### src/rtl/core_sequencer.sv
// Multi-cycle FETCH/DECODE/EXEC/MEM/WB control FSM for the RV32I core.
// Drives the memory handshakes, gates the decoder's write strobes and picks the next-PC source.
module core_sequencer #(
  parameter int TIMEOUT = 16
) (
  input  logic        clk,
  input  logic        rst_n,
  input  logic        halt,
  output logic        imem_req,
  input  logic        imem_ready,
  output logic        ir_we,
  input  logic        dec_reg_we,
  input  logic        dec_mem_we,
  input  logic [1:0]  dec_sel_data_in,
  input  logic [1:0]  dec_pc_is_branch,
  input  logic        dec_pc_is_jmp,
  input  logic        branch_taken,
  output logic        dmem_req,
  output logic        dmem_we,
  input  logic        dmem_ready,
  output logic        mdr_we,
  output logic        rf_we,
  output logic        pc_we,
  output logic [1:0]  pc_sel,
  output logic        bus_error,
  output logic [2:0]  state_o,
  output logic [31:0] instret
);

  typedef enum logic [2:0] {
    S_RESET  = 3'd0,
    S_FETCH  = 3'd1,
    S_DECODE = 3'd2,
    S_EXEC   = 3'd3,
    S_MEM    = 3'd4,
    S_WB     = 3'd5,
    S_IDLE   = 3'd6,
    S_ERROR  = 3'd7
  } state_e;

  localparam int CW = (TIMEOUT > 2) ? $clog2(TIMEOUT) : 1;
  localparam logic [CW-1:0] LAST = CW'(TIMEOUT - 1);

  state_e        state_q, state_d;
  logic [CW-1:0] cnt_q, cnt_d;
  logic [31:0]   instret_q, instret_d;

  logic is_load, timeout_hit, req, rdy;

  assign is_load     = (dec_sel_data_in == 2'b01);
  // Expires on the last allowed waiting cycle; a ready in that cycle still wins.
  assign timeout_hit = (TIMEOUT != 0) && (cnt_q == LAST);

  always_comb begin
    state_d   = state_q;
    instret_d = instret_q;
    imem_req  = 1'b0;
    ir_we     = 1'b0;
    dmem_req  = 1'b0;
    dmem_we   = 1'b0;
    mdr_we    = 1'b0;
    rf_we     = 1'b0;
    pc_we     = 1'b0;
    pc_sel    = 2'b00;
    bus_error = 1'b0;
    case (state_q)
      S_RESET:  state_d = S_FETCH;
      S_FETCH: begin
        imem_req = 1'b1;
        if (imem_ready) begin
          ir_we   = 1'b1;
          state_d = S_DECODE;
        end else if (timeout_hit) begin
          state_d = S_ERROR;
        end
      end
      S_DECODE: state_d = S_EXEC;
      S_EXEC:   state_d = (dec_mem_we || is_load) ? S_MEM : S_WB;
      S_MEM: begin
        dmem_req = 1'b1;
        dmem_we  = dec_mem_we;
        if (dmem_ready) begin
          mdr_we  = is_load;
          state_d = S_WB;
        end else if (timeout_hit) begin
          state_d = S_ERROR;
        end
      end
      S_WB: begin
        rf_we     = dec_reg_we & ~dec_mem_we;
        pc_we     = 1'b1;
        instret_d = instret_q + 32'd1;
        if (dec_pc_is_branch == 2'b01)      pc_sel = 2'b01;
        else if (dec_pc_is_branch == 2'b10) pc_sel = 2'b10;
        else if (dec_pc_is_jmp && branch_taken) pc_sel = 2'b11;
        state_d = halt ? S_IDLE : S_FETCH;
      end
      S_IDLE:   if (!halt) state_d = S_FETCH;
      S_ERROR:  bus_error = 1'b1;
      default:  state_d = S_ERROR;
    endcase
  end

  assign req = imem_req | dmem_req;
  assign rdy = (imem_req & imem_ready) | (dmem_req & dmem_ready);

  always_comb begin
    cnt_d = cnt_q;
    if (req && !rdy) cnt_d = cnt_q + 1'b1;
    if (rdy) cnt_d = '0;
    if ((state_d != state_q) && (state_d == S_FETCH || state_d == S_MEM)) cnt_d = '0;
  end

  always_ff @(posedge clk or negedge rst_n) begin
    if (!rst_n) begin
      state_q   <= S_RESET;
      cnt_q     <= '0;
      instret_q <= '0;
    end else begin
      state_q   <= state_d;
      cnt_q     <= cnt_d;
      instret_q <= instret_d;
    end
  end

  assign state_o = state_q;
  assign instret = instret_q;

endmodule
### config.mk
export PLATFORM = sky130hd
export DESIGN_NAME = core_sequencer
export DESIGN_NICKNAME = d
export VERILOG_FILES = /design/src/rtl/core_sequencer.sv
export SDC_FILE = /design/constraint.sdc
export NUM_CORES = 1
export LEC_CHECK = 0
export ABC_AREA = 1
export CORE_UTILIZATION = 51
export DETAILED_ROUTE_END_ITERATION = 7
export GPL_TIMING_DRIVEN = 0
export PLACE_DENSITY = 0.81
export SLEW_MARGIN = 40
export SYNTH_ARGS = -nofsm -noshare
export SYNTH_HDL_FRONTEND = slang
export SYNTH_SLANG_ARGS = --single-unit
### constraint.sdc
create_clock -name clk -period 2.1 [get_ports clk]
set_clock_uncertainty 0.1 [all_clocks]
set_input_delay 0.42 -clock clk [delete_from_list [all_inputs] [get_ports clk]]
set_output_delay 0.42 -clock clk [all_outputs]
set_load 0.01 [all_outputs]
==> results of run 1 <==
## cell usage after synthesis, drive strengths merged
cell	n
inv	53
xnor2	1
nand3	24
nand2	131
nor3	12
and2b	1
nand3b	8
buf	3
dfrtp	39
nand4	8
a21oi	3
nor2	47
or2	1
xor2	17
clkbuf	1
o21ai	10
clkinv	1
ha	2
## layer usage
layer  up-vias  routed length [µm]  share of wire
met5         -                   0              0
met4         0                 113          0.018
met3         8                 282          0.046
met2        84                3030           0.49
met1      1178                2755           0.45
li1       1257                   -              -
## logic make-up (layout without fill, tap and decap cells)
family / after synthesis / count (layout) / share of synthesized area
compound gates: 13 / 13 / 0.02546
xor+xnor: 18 / 18 / 0.06170
fa+ha+maj: 2 / 2 / 0.009793
buf+inv: 58 / 127 / 0.08863
flops: 39 / 39 / 0.3820
simple gates: 232 / 232 / 0.4324
## worst register-to-register path: cells and delay by family, from the launching register on
kind / cells / cell delay [ps]
buf+inv: 3 / 490
simple gates: 9 / 810
flops: 1 / 340
## power by group through the flow
stage / combinational (mW) / sequential (mW) / clock, mW
2_1_floorplan: 0.00811 / 0.765 / 0
3_3_place_gp: 0.0464 / 0.765 / 0
3_5_place_dp: 0.0477 / 0.765 / 0
4_1_cts: 0.0497 / 0.750 / 0.533
5_1_grt: 0.0579 / 0.750 / 0.559
6_report: 0.0500 / 0.750 / 0.521
## per-stage QoR
stage          setup TNS (ps)  setup WS, ps
2_1_floorplan               0         376.8
6_report                    0         73.69
3_3_place_gp           -16380        -402.8
4_1_cts                     0         1.247
5_1_grt                -26.85        -26.85
3_5_place_dp           -925.1        -308.8
## timing repair
action	CTS	global route
resized for setup	26	5
setup buffers	2	3
endpoints found under the setup margin	9	3
cloned	0	0
hold buffers	1	0
hold endpoints to repair	31	0
## layout by cell type, fill, tap and decap left out, types with 3 or more instances in the layout
cell | synthesis | routed
nand3b_1 | 8 | 8
clkbuf_8 | 0 | 6
inv_1 | 45 | 45
dfrtp_1 | 39 | 38
o21ai_0 | 3 | 3
a21oi_1 | 3 | 3
inv_2 | 8 | 6
buf_4 | 2 | 7
dlygate4sd2_1 | 0 | 6
nand3_1 | 20 | 20
xor2_1 | 17 | 17
clkdlybuf4s50_1 | 0 | 47
nor2_1 | 39 | 37
nand4_1 | 8 | 8
nand2_1 | 126 | 125
nor2_2 | 3 | 5
nand2_2 | 3 | 4
nor3_2 | 2 | 4
o21ai_1 | 7 | 7
nor2_4 | 4 | 4
nor3_1 | 9 | 7
## worst max path at each step
stage / startpoint / endpoint / slack [ps]
floorplan: state_o[1]$_DFF_PN0_ / pc_sel[0] / 380
global placement: rst_n / instret[6]$_DFFE_PN0N_ / -400
detailed placement: state_o[1]$_DFF_PN0_ / pc_sel[0] / -310
CTS: state_o[1]$_DFF_PN0_ / pc_sel[1] / 1
global route: dec_pc_is_branch[1] / pc_sel[1] / -30
finish: state_o[1]$_DFF_PN0_ / bus_error / 70
## cell type report
type                            instances  area, µm²
Clock inverter                          1      5.005
Inverter                               54      212.7
Multi-Input combinational cell        265       1370
Timing Repair Buffer                   63      599.3
Sequential cell                        39      977.2
Tap cell                               67      83.83
Buffer                                  3      43.79
Fill cell                             427       1411
Clock buffer                            6      82.58
## flip-flops by register name, indices dropped and copies added (netlist names)
name     flops
instret     32
cnt_q        4
state_o      3
==> flow_metrics.tcl, run 1 <==
set metrics [dict create \
    grt_use_total 0.2555 \
    cts_sinks 39 \
    fmax_ghz 0.4935 \
    status "complete, no violations" \
    numCtsBuffers 5 \
    holdWs_ps 425.9 \
    power_switching_mw 0.2896 \
    busiest_layer "met2" \
    fin_nets 446 \
    endpoint_kind "primary output" \
    place_congestion 0.9197 \
    path_buf_inv 3 \
    yosysSeqAreaShare 0.3820 \
    ios 58 \
    reg2reg_depth 12 \
    vias 2527 \
    grtUsageMet1 0.3292 \
    place_area_um2 3207 \
    cp_top_family "buffers and inverters" \
    drtAntennaViolNets 0 \
    min_path_type "reg -> reg" \
    start_util 0.5339 \
    finalHoldViolations 0 \
    timing.rr.start "state_o[0]$_DFF_PN0_" \
    die_y_um 72.78 \
    clkPwrFrac 0.394 \
    grt_util_met3 0.04696 \
    path_cells "buf_4 > nand3_1 > inv_1 > clkdlybuf4s50_1" \
    ctsHtreeMaxLevel 2 \
    synth_seq_cells 39 \
    synthesis.instances 362 \
    hold_depth 2 \
    rows 25 \
    antenna_found_initial 0 \
    worst_skew_pair.late_latency_ps 300 \
    pwr-share-seq 0.568 \
    critPathLaunchType "flip-flop" \
    total_power_mw 1.322 \
    finalSetupViolCount 0 \
    die_x_um 72.78 \
    path_depth 4 \
    rrSetupSlack_ps 250 \
    leakage_nw 1.708 \
    cp.arrival_ps 1510 \
    n_antenna_cell 0 \
    totalWireLength_um 6181 \
    netSwitchingFraction 0.2191 \
    drv_cap 0 \
    synth_warnings 0 \
    syn_area_um2 2555 \
    intPower_mw 1.032 \
    clk_pin_slew_ps 70 \
    syn_to_final_growth_pct 32.08 \
    final_cell_area_um2 3374 \
    p_comb_frac 0.038 \
    overflow 0 \
    cp.required_ps 1580 \
    crit_path_max_fanout 4 \
    holdPathEnd "instret[19]$_DFFE_PN0N_" \
    grt_max_degree 40 \
    grt_pass1_wl_um 10360 \
    critPathSlowestCell "clkdlybuf4s50_1" \
    power_density_nw_per_um2 391.7 \
    fin_util 0.7051 \
    syn_avg_cell_area_um2 7.058 \
    maxSlewHeadroom 0.6766 \
    maxSlewViolCount 0 \
    tightest_slew_ps 485.1 \
    die_area_um2 5297 \
    instances_no_fill 498 \
    cts_tree "built" \
    crit_type "reg -> out" \
    hpwl_um 4593 \
    r2r_end "instret[17]$_DFFE_PN0N_" \
    globalRouteMet2Util 0.4237 \
    min_period_ps 2026 \
    synth_top_area_share 0.3820 \
    place_inst 486 \
    wl_per_cell_um 12.41 \
    first_iter_violations 180 \
    fin_crit_sh 0.9649 \
    grt_pass1_vias 2376 \
    via_per_inst 5.074 \
    port_buffers 57 \
    rsz0062_at_grt "true" \
    yosysTopAreaCell "dfrtp_1" \
    cts_max_path_buffers 2 \
    synth.net_count 377 \
    worstHoldStart "instret[19]$_DFFE_PN0N_" \
    core_area_um2 4786 \
    drive_above_1_share 0.1253 \
    synth_area_leaders "dfrtp_1 (38%), nand2_1 (19%), inv_1 (6.6%)" \
    vdd_drop_max_mv 0.3044 \
    max_stage_delay_ps 520 \
    cts-root-buf "clkbuf_8" \
    dr.pass1.iters 4 \
    synth_cell_types 30 \
    drc 0 \
]
Note: power is estimated with default switching activity, not from simulation.
==> inputs of run 2 (changes only) <==
Settings changed: CORE_UTILIZATION 51 to 38, PLACE_DENSITY 0.81 to default.
==> run 2 against run 1 <==
Net effect: the run now ends with DRC, hold timing left; die area is 33% higher; critical path depth is 2 higher; final cell count is 3.2% higher; global-route usage is 7.4 points lower; core utilization is 18 points lower; design area is 0.63% higher; clock power is 5.6% lower; critical path type unchanged; routed wire length is 2.8% lower; combinational power is 7.0% lower; first-iteration DRC count is 62% lower; maximum frequency is 2.0% higher; largest cell class unchanged; register-to-register slack better by 70 ps.
==> flow_metrics.tcl, run 2 (same netlist as run 1, synthesis figures left out) <==
set metrics [dict create \
    finalSetupViolCount 0 \
    netSwitchingFraction 0.2198 \
    fmax_ghz 0.5034 \
    endpoint_kind "primary output" \
    cp.arrival_ps 1470 \
    clk_pin_slew_ps 80 \
    tightest_slew_ps 496.8 \
    die_area_um2 7055 \
    cp_top_family "buffers and inverters" \
    p_comb_frac 0.036 \
    rows 29 \
    clkPwrFrac 0.382 \
    cts-root-buf "clkbuf_8" \
    critPathSlowestCell "dfrtp_2" \
    place_congestion 0.9051 \
    die_x_um 84.00 \
    place_area_um2 3219 \
    drtAntennaViolNets 0 \
    core_area_um2 6422 \
    grt_pass1_vias 2282 \
    maxSlewHeadroom 0.6688 \
    worst_slack_ps 113.4 \
    totalWireLength_um 6011 \
    fin_util 0.5287 \
    power_switching_mw 0.2833 \
    cp.required_ps 1580 \
    min_path_type "in -> async" \
    hpwl_um 4584 \
    failed_checks "DRC, hold timing" \
    drc 4 \
    holdWs_ps -11.79 \
    multi_input_area_um2 1360 \
    status "finished with violations" \
    via_per_inst 4.669 \
    ctsHtreeMaxLevel 2 \
    port_buffers 57 \
    fin_crit_sh 0.9460 \
    maxSlewViolCount 0 \
    wl_per_cell_um 11.69 \
    grt_max_degree 40 \
    critPathLaunchType "flip-flop" \
    overflow 0 \
    worst_skew_pair.late_latency_ps 290 \
    crit_type "reg -> out" \
    path_cells "inv_2 > nand3_4 > clkbuf_8 > buf_4 > nor3_1 > buf_2" \
    grt_use_total 0.1815 \
    leakage_nw 1.735 \
    drive_above_1_share 0.1259 \
    min_period_ps 1987 \
    layout_commonest_cell "nand2_1" \
    n_fill_cell 650 \
    intPower_mw 1.006 \
    fin_nets 451 \
    max_stage_delay_ps 410 \
    ios 58 \
    final_cell_area_um2 3396 \
    numCtsBuffers 5 \
    vias 2400 \
    rsz0062_at_grt "false" \
    die_y_um 84.00 \
    vdd_drop_max_mv 0.3517 \
    drv_cap 0 \
    path_buf_inv 4 \
    cts_max_path_buffers 2 \
    grt_pass1_wl_um 10240 \
    pre_cts_ws_ps -233.4 \
    power_density_nw_per_um2 379.6 \
    seq_area_um2 977.2 \
    largest_register_ffs 32 \
    n_antenna_cell 0 \
    cts_sinks 39 \
    syn_to_final_growth_pct 32.91 \
    pwr-share-seq 0.582 \
    final_cell_mix "nand2_1 (125), clkdlybuf4s50_1 (46), inv_1 (45)" \
    setup_tns_ps 0 \
    crit_path_max_fanout 4 \
    start_util 0.3978 \
    finalHoldViolations 20 \
    dr.pass1.iters 7 \
    antenna_found_initial 0 \
    cts_tree "built" \
    first_iter_violations 68 \
]
==> run 2: repair_timing <==
action | CTS | global route
pin swaps | 1 | 1
setup buffers | 6 | 5
hold buffers | 0 | 0
gates resized for setup | 25 | 4
setup endpoints to repair | 9 | 5
==> run 2: worst paths after layout <==
kind,to,cells after the start,slack [ps],from
worst max-delay path,pc_sel[0],6,110,state_o[1]$_DFF_PN0_
worst min-delay path,instret[8]$_DFFE_PN0N_,1,-10,rst_n
worst max register to register,instret[19]$_DFFE_PN0N_,12,320,state_o[1]$_DFF_PN0_
worst min register to register,instret[31]$_DFFE_PN0N_,2,430,instret[31]$_DFFE_PN0N_
max in group asynchronous,state_o[1]$_DFF_PN0_,1,1530,rst_n
min in group clk,instret[31]$_DFFE_PN0N_,2,430,instret[31]$_DFFE_PN0N_
==> run 2: cell type report <==
| cell class | instances | area share |
|---|---|---|
| Buffer | 3 | 0.01069 |
| Clock buffer | 7 | 0.02248 |
| Clock inverter | 1 | 0.001474 |
| Inverter | 54 | 0.06190 |
| Multi-Input combinational cell | 265 | 0.4005 |
| Sequential cell | 39 | 0.2878 |
| Tap cell | 77 | 0.02837 |
| Timing Repair Buffer | 68 | 0.1868 |
==> run 2: metal layers <==
layer / routed length [µm] / up-vias / global-route usage
li1: - / 1265 / -
met1: 3095 / 1102 / 0.2551
met2: 2721 / 31 / 0.2832
met3: 170 / 2 / 0.03561
met4: 24 / 0 / 0.05172
met5: 0 / - / 0
==> run 2: worst register-to-register path: stages (launching register included) <==
cell     delay [ps]
dfrtp_2         410
inv_2           100
nand3_4          80
buf_4           160
buf_4           150
nor2_4          100
nand2_2          90
nor2_4          120
nand2_4          90
nor2_8          120
nand2_1          60
nand2_1          60
nand2_1          50
==> run 2: per-stage QoR <==
stage | power [mW] | std cells
6_report | 1.289 | 514
3_5_place_dp | 0.8133 | 496
2_1_floorplan | 0.7735 | 362
4_1_cts | 1.304 | 509
5_1_grt | 1.340 | 514
3_3_place_gp | 0.8132 | 496
==> run 2: power groups by stage <==
stage / registers [mW] / clock network (mW) / logic [mW]
2_1_floorplan: 0.765 / 0 / 0.00811
3_3_place_gp: 0.765 / 0 / 0.0479
3_5_place_dp: 0.765 / 0 / 0.0481
4_1_cts: 0.750 / 0.506 / 0.0480
5_1_grt: 0.750 / 0.536 / 0.0540
6_report: 0.750 / 0.492 / 0.0465
